===== src/rtl/seq_detect_moore_p_if.sv =====
// seq_detect_moore_p_if
//   Groups the data, control and status signals of the programmable Moore
//   sequence detector. The clock and reset stay as plain module ports.
//
//   Signals:
//     en        sample enable; din is consumed only when en=1
//     din       serial data bit
//     overlap   1 = overlapping detection, 0 = non-overlapping
//     load      load pat_in as the new pattern
//     pat_in    new pattern, MSB is the first bit received
//     match     high while the detector sits in the match state
//     match_cnt saturating count of match-state entries
//     pat_q     currently active pattern
//
//   Modports:
//     master    stimulus side (drives the controls, observes status)
//     slave     detector side
interface seq_detect_moore_p_if #(
    parameter int PAT_LEN = 3,
    parameter int CNT_W   = 8
);
    logic               en;
    logic               din;
    logic               overlap;
    logic               load;
    logic [PAT_LEN-1:0] pat_in;
    logic               match;
    logic [CNT_W-1:0]   match_cnt;
    logic [PAT_LEN-1:0] pat_q;

    modport master (
        output en, din, overlap, load, pat_in,
        input  match, match_cnt, pat_q
    );

    modport slave (
        input  en, din, overlap, load, pat_in,
        output match, match_cnt, pat_q
    );
endinterface


===== src/rtl/seq_detect_moore_p.sv =====
// seq_detect_moore_p
//   Parametrised, run-time programmable Moore serial sequence detector.
//   The state is the number of pattern prefix bits currently matched
//   (0..PAT_LEN); PAT_LEN is the match state. On a mismatch the state falls
//   back to the longest pattern prefix that is still a suffix of the
//   received bits (KMP style) rather than restarting at 0.
//
//   Ports:
//     clk   clock, all state changes on the rising edge
//     rst   synchronous active-high reset (priority over load and en)
//     bus   seq_detect_moore_p_if.slave:
//             en, din, overlap, load, pat_in  (inputs)
//             match, match_cnt, pat_q         (outputs)
module seq_detect_moore_p #(
    parameter int                 PAT_LEN = 3,
    parameter logic [PAT_LEN-1:0] PATTERN = 3'b010,
    parameter int                 CNT_W   = 8
) (
    input  logic                 clk,
    input  logic                 rst,
    seq_detect_moore_p_if.slave  bus
);
    localparam int               ST_W     = $clog2(PAT_LEN + 1);
    localparam logic [ST_W-1:0]  ST_MATCH = ST_W'(PAT_LEN);

    logic [ST_W-1:0]    st;
    logic [ST_W-1:0]    st_next;
    // Only the previous PAT_LEN-1 accepted bits are stored: together with
    // the incoming din they form the full PAT_LEN-bit comparison window.
    logic [PAT_LEN-2:0] hist;
    logic [PAT_LEN-2:0] hist_next;
    logic [PAT_LEN-2:0] hist_eff;
    logic [PAT_LEN-1:0] pat_r;
    logic [PAT_LEN-1:0] pat_next;
    logic [CNT_W-1:0]   cnt_r;
    logic [CNT_W-1:0]   cnt_next;
    logic [PAT_LEN-1:0] window;
    logic [PAT_LEN-1:0] mask;
    logic [PAT_LEN-1:0] pat_slice;
    int                 base_len;
    int                 best;

    // State register; reset wins over everything else.
    always_ff @(posedge clk) begin
        if (rst) begin
            st    <= '0;
            hist  <= '0;
            pat_r <= PATTERN;
            cnt_r <= '0;
        end else begin
            st    <= st_next;
            hist  <= hist_next;
            pat_r <= pat_next;
            cnt_r <= cnt_next;
        end
    end

    // Next-state logic. Leaving the match state in non-overlap mode starts
    // from an empty history, so only din itself can begin a new match.
    // The loop keeps the longest k whose last k bits equal the top k pattern
    // bits, bounded by one more than the current match length.
    always_comb begin
        st_next   = st;
        hist_next = hist;
        pat_next  = pat_r;
        cnt_next  = cnt_r;
        hist_eff  = '0;
        base_len  = 0;
        best      = 0;
        window    = '0;
        mask      = '0;
        pat_slice = '0;

        if (bus.load) begin
            pat_next  = bus.pat_in;
            st_next   = '0;
            hist_next = '0;
            cnt_next  = '0;
        end else if (bus.en) begin
            if (st == ST_MATCH && !bus.overlap) begin
                hist_eff = '0;
                base_len = 0;
            end else begin
                hist_eff = hist;
                base_len = int'(st);
            end
            window = {hist_eff, bus.din};
            for (int k = 1; k <= PAT_LEN; k++) begin
                mask      = {PAT_LEN{1'b1}} >> (PAT_LEN - k);
                pat_slice = pat_r >> (PAT_LEN - k);
                if (k <= base_len + 1 && ((window ^ pat_slice) & mask) == '0) begin
                    best = k;
                end
            end
            st_next   = ST_W'(best);
            hist_next = window[PAT_LEN-2:0];
            if (best == PAT_LEN && cnt_r != {CNT_W{1'b1}}) begin
                cnt_next = cnt_r + CNT_W'(1);
            end
        end
    end

    assign bus.match     = (st == ST_MATCH);
    assign bus.match_cnt = cnt_r;
    assign bus.pat_q     = pat_r;
endmodule


===== src/flat_wrapper.sv =====
// flat-port wrapper written by rule: the top's interface ports become plain ports
module seq_detect_moore_p_flat 
#(
    parameter int                 PAT_LEN = 3,
    parameter logic [PAT_LEN-1:0] PATTERN = 3'b010,
    parameter int                 CNT_W   = 8
)
  (clk, rst, bus_en, bus_din, bus_overlap, bus_load, bus_pat_in, bus_match, bus_match_cnt, bus_pat_q);
  seq_detect_moore_p_if #(.PAT_LEN(PAT_LEN), .CNT_W(CNT_W)) bus_i ();
  input  logic clk;
  input  logic rst;
  input wire logic [$bits(bus_i.en)-1:0] bus_en;
  input wire logic [$bits(bus_i.din)-1:0] bus_din;
  input wire logic [$bits(bus_i.overlap)-1:0] bus_overlap;
  input wire logic [$bits(bus_i.load)-1:0] bus_load;
  input wire logic [$bits(bus_i.pat_in)-1:0] bus_pat_in;
  output wire logic [$bits(bus_i.match)-1:0] bus_match;
  output wire logic [$bits(bus_i.match_cnt)-1:0] bus_match_cnt;
  output wire logic [$bits(bus_i.pat_q)-1:0] bus_pat_q;
  assign bus_i.en = bus_en;
  assign bus_i.din = bus_din;
  assign bus_i.overlap = bus_overlap;
  assign bus_i.load = bus_load;
  assign bus_i.pat_in = bus_pat_in;
  assign bus_match = bus_i.match;
  assign bus_match_cnt = bus_i.match_cnt;
  assign bus_pat_q = bus_i.pat_q;
  seq_detect_moore_p #(.PAT_LEN(PAT_LEN), .PATTERN(PATTERN), .CNT_W(CNT_W)) u_core (.clk(clk), .rst(rst), .bus(bus_i));
endmodule

===== config.mk =====
export PLATFORM = sky130hd
export DESIGN_NAME = seq_detect_moore_p_flat
export DESIGN_NICKNAME = d
export VERILOG_FILES = /design/src/rtl/seq_detect_moore_p_if.sv /design/src/rtl/seq_detect_moore_p.sv /design/src/flat_wrapper.sv
export SDC_FILE = /design/constraint.sdc
export NUM_CORES = 1
export LEC_CHECK = 0
export BUFFER_PORTS_ARGS = -buffer_cell sky130_fd_sc_hd__buf_2
export CAP_MARGIN = 15
export CORE_MARGIN = 8
export CORE_UTILIZATION = 45
export DETAILED_ROUTE_END_ITERATION = 7
export PLACE_DENSITY = 0.78
export SLEW_MARGIN = 15
export SYNTH_ARGS = -nofsm -noshare
export SYNTH_HDL_FRONTEND = slang
export SYNTH_SLANG_ARGS = --single-unit
export TNS_END_PERCENT = 30

===== constraint.sdc =====
create_clock -name clk -period 1.81 [get_ports clk]
set_input_delay 0.362 -clock clk [delete_from_list [all_inputs] [get_ports clk]]
set_output_delay 0.362 -clock clk [all_outputs]
set_load 0.05 [all_outputs]

==> results by group <==
Setup path
  • Capture instance of the worst register-to-register path: u_core.bus.match_cnt[4]
  • Kind of start point of the critical path: flop
  • Flop2flop setup slack: 0.03 ns
  • Maximum fanout along the worst path: 13
  • Beginning of the worst register-to-register path: u_core.hist[0]
  • Worst-case reg-to-reg path depth: 6
  • Launch point of the critical path: u_core.hist[0]
  • Largest incremental delay on the critical path: 0.46 ns
  • Arrival time reported for the critical path endpoint: 2.00 ns
  • Kind of critical path: flop to flop
  • Endpoint class of the critical path: flop
  • Slowest cell on the critical path: sky130_fd_sc_hd__or4_1
  • Required time at the endpoint of the critical path: just over 2 ns
  • Ordered cell list for the critical path: xor2_1 -> nor4_2 -> nand4_1 -> buf_6 -> or4_1 -> nand2_1

Die
  • Chip Width: 56.02 um
  • CORE AREA: roughly 1500 um2
  • Initial cell density of the core: between 40% and 50%
  • Row count: 14
  • Die Area: 3138 um2
  • Vert. Die Dim: 56.02 um
  • IO Pins: 21

Placed design
  • Number of buffer cells added on primary ports: 20
  • Weighted congestion reported at the end of routability-driven placement: ~0.83
  • DP HPWL: 1.168 mm
  • Cell total after placement: 120

Synth
  • Post-synthesis async set-or-reset flop share: 0%
  • Mapped Nets: 94
  • Most used DFF post-synth: sky130_fd_sc_hd__dfxtp_1
  • Mean instance size in the synthesized netlist: 8.580 um2
  • Yosys reg bits: 15
  • Cell taking the most area after synthesis: sky130_fd_sc_hd__dfxtp_1
  • Mapped Cells: 84
  • Cell with the most instances after synthesis: sky130_fd_sc_hd__dfxtp_1
  • Cell types with the highest counts after synthesis: 15 x sky130_fd_sc_hd__dfxtp_1, 8 x sky130_fd_sc_hd__nand2_1, 7 x sky130_fd_sc_hd__o21ai_0, 6 x sky130_fd_sc_hd__nor2_1, 5 x sky130_fd_sc_hd__a21oi_1
  • Area of the mapped netlist: 720.7 um2
  • Fraction of synthesized cell area taken by the top area cell type: 41.67%
  • Yosys cell types: 28
  • Yosys warns: 0
  • Sequential share of the synthesized area: a little over two fifths
  • Area contributors post-synth: sky130_fd_sc_hd__dfxtp_1 42%, sky130_fd_sc_hd__o21ai_0 4.9%, sky130_fd_sc_hd__xor2_1 4.9%, sky130_fd_sc_hd__mux2i_1 4.2%, sky130_fd_sc_hd__nand2_1 4.2%
  • Number of enable-type register cells in the synthesized netlist: 0

Power and ir drop
  • P_leak: 0.3704 nW
  • Power density of the placed cells: 681.3 nW/um2
  • Maximum ir drop on the vdd rail: approximately 530 uV

Layout
  • N_diodes: 0
  • Layout net count: between 100 and 150
  • Ratio of cells with drive above 1 in the final layout: 32.11%
  • Count of fill cells added during filler insertion: 132
  • Final instance count without filler cells: 125
  • Layout Area Growth over Synthesis: 24.48%

Timing
  • RSZ-0062 raised after global routing: yes
  • Fraction of the cycle the final worst path needs: 98.19%
  • Number of pins with negative max-slew slack in the final report: 0
  • Number of setup violations in the final report: 0
  • Normalized max-slew margin: 73.28%
  • Worst hold slack: 0.2733 ns
  • Maximum frequency from static timing analysis: around 560 MHz
  • Fin Clk Skew: 0.007530 ns
  • Post-route minimum period: roughly 1.8 ns
  • Transition time at the pin with the least slew margin: ~0.4 ns
  • Count of final hold-check violations: 0

Job
  • Max-cap check violation count: 0

Detailed routing
  • Drt pass-1 iters: 4
  • Drt via density: 5.280
  • Final antenna-violating net count: 0
  • First-iteration detailed-routing DRC count: 8
  • Number of vias after detailed routing: 660
  • Routed wire per std cell: about 12 um
  • DRC violations left: 0
  • Total Routed Length: ~1.5 mm

Clock tree
  • Maximum root-to-sink buffer count: 2
  • Cell at the root of the clock tree: sky130_fd_sc_hd__clkbuf_4
  • Number of buffers added by the clock tree synthesis step: 3
  • Worst-skew pair later-pin latency: 0.28 ns
  • Max H-tree Level: 1
  • Clock sink total: 15
  • Cts-stage hold buffer count: 0
  • TritonCTS clock tree: built
  • Clock-pin slew on the worst setup and hold paths: 0.10 ns

Run status
  • Run status: finished, final reports clean

Global route
  • Overflow after GRT: 0
  • Busiest metal layer after global routing: met2
  • Largest net degree at the start of global routing: 16
  • First-pass GRT wire length: around 2.6 mm
  • Overall global routing resource usage: 9.868%
  • Number of antenna violations at the first check in global routing: 0
  • Global Route met2 Usage: 15.06%
  • Met1 Usage GRT: 11.37%
  • Met3 track demand over resource: 3.196%
  • Number of global-route vias before repair: 593

Min path
  • Cell count of the worst hold path: 2
  • Worst Hold Class: input pin to flop
  • Worst Hold Launch: rst
  • Endpoint of the worst hold-timing path: u_core.bus.pat_q[0]
[critical path, delay by kind of cell, from the launching register on]
kind | cells | cell delay (ns)
xor+xnor | 1 | 0.16
buf+inv | 1 | 0.17
flops | 1 | 0.36
simple gates | 4 | 1.03
[cell type report]
class	instances	area (um2)	share of cell area (%)
Tap cell	16	20.02	2.232
Clock inverter	1	5.005	0.5579
Clock buffer	3	22.52	2.510
Inverter	1	3.754	0.4184
Multi-Input combinational cell	65	407.9	45.47
Sequential cell	15	304.0	33.89
Timing Repair Buffer	24	133.9	14.92
[per-layer routing]
metal,routed length (um),vias up
met5,0,-
met4,27,0
met3,58,2
met2,726,10
met1,729,295
li1,-,353
[where the power goes]
| part | total, mW | switching [mW] | internal [mW] |
|---|---|---|---|
| Sequential | 0.345 | 0.00699 | 0.338 |
| Combinational | 0.0741 | 0.0436 | 0.0306 |
| Clock | 0.192 | 0.110 | 0.0819 |
| Total | 0.611 | 0.161 | 0.450 |
[worst max path at each step]
stage,end,slack [ns],cells past startpoint
2_1_floorplan,u_core.bus.match_cnt[6],0.02,6
3_3_place_gp,u_core.bus.match_cnt[4],0.05,7
3_5_place_dp,u_core.bus.match_cnt[4],0.004,7
4_1_cts,u_core.bus.match_cnt[4],0.08,6
5_1_grt,u_core.bus.match_cnt[3],-0.04,6
6_report,u_core.bus.match_cnt[4],0.03,6
[cells by family after synthesis]
kind of cell | after synthesis | share of synthesized area [%]
AOI/OAI and AO/OA | 19 | 15.62
xor gates and xnor gates | 7 | 8.507
adders and majority gates | 1 | 1.736
buffers and inverters | 4 | 2.256
DFF | 15 | 41.67
muxes | 3 | 4.167
and+or+nand+nor | 35 | 26.04
[what timing repair did]
item                                    CTS  global route
gates resized for setup                   0             2
setup buffers                             0             1
endpoints found under the setup margin    0             3
[state kept, by name (all words and copies together) (netlist names)]
signal,cells
u_core.hist,2
u_core.st,2
u_core.bus.pat_q,3
u_core.bus.match_cnt,8
[layout by cell type, fill, tap and decap left out, drive strengths merged]
master and count:
buf 24, a21oi 5, and2 1, clkinv 1
o2111ai 1, xnor2 3, o21a 2, nor4 1
o21ai 7, nor2b 2, nand2 8, ha 1
dfxtp 15, mux2i 3, nor2 6, nand4 3
inv 1, or3 4, nand2b 1, and4 1
nor3 1, clkbuf 3, a31oi 2, or4 1
xor2 4, o211ai 1, or2 2, a211o 1
nand3 4
[stage by stage]
stage | util, % | TNS, ns | area (um2) | power (mW) | setup WS (ns)
floorplan | - | 0 | 724.4 | 0.4002 | 0.02458
global placement | 56.73 | 0 | 854.6 | 0.4247 | 0.04507
detailed placement | 56.73 | 0 | 854.6 | 0.4263 | 0.003570
CTS | 58.55 | 0 | 882.1 | 0.6190 | 0.07641
global route | 59.55 | -0.1172 | 897.1 | 0.6434 | -0.04151
finish | 59.55 | 0 | 897.1 | 0.6112 | 0.03276
Note: power is estimated with default switching activity, not from simulation.
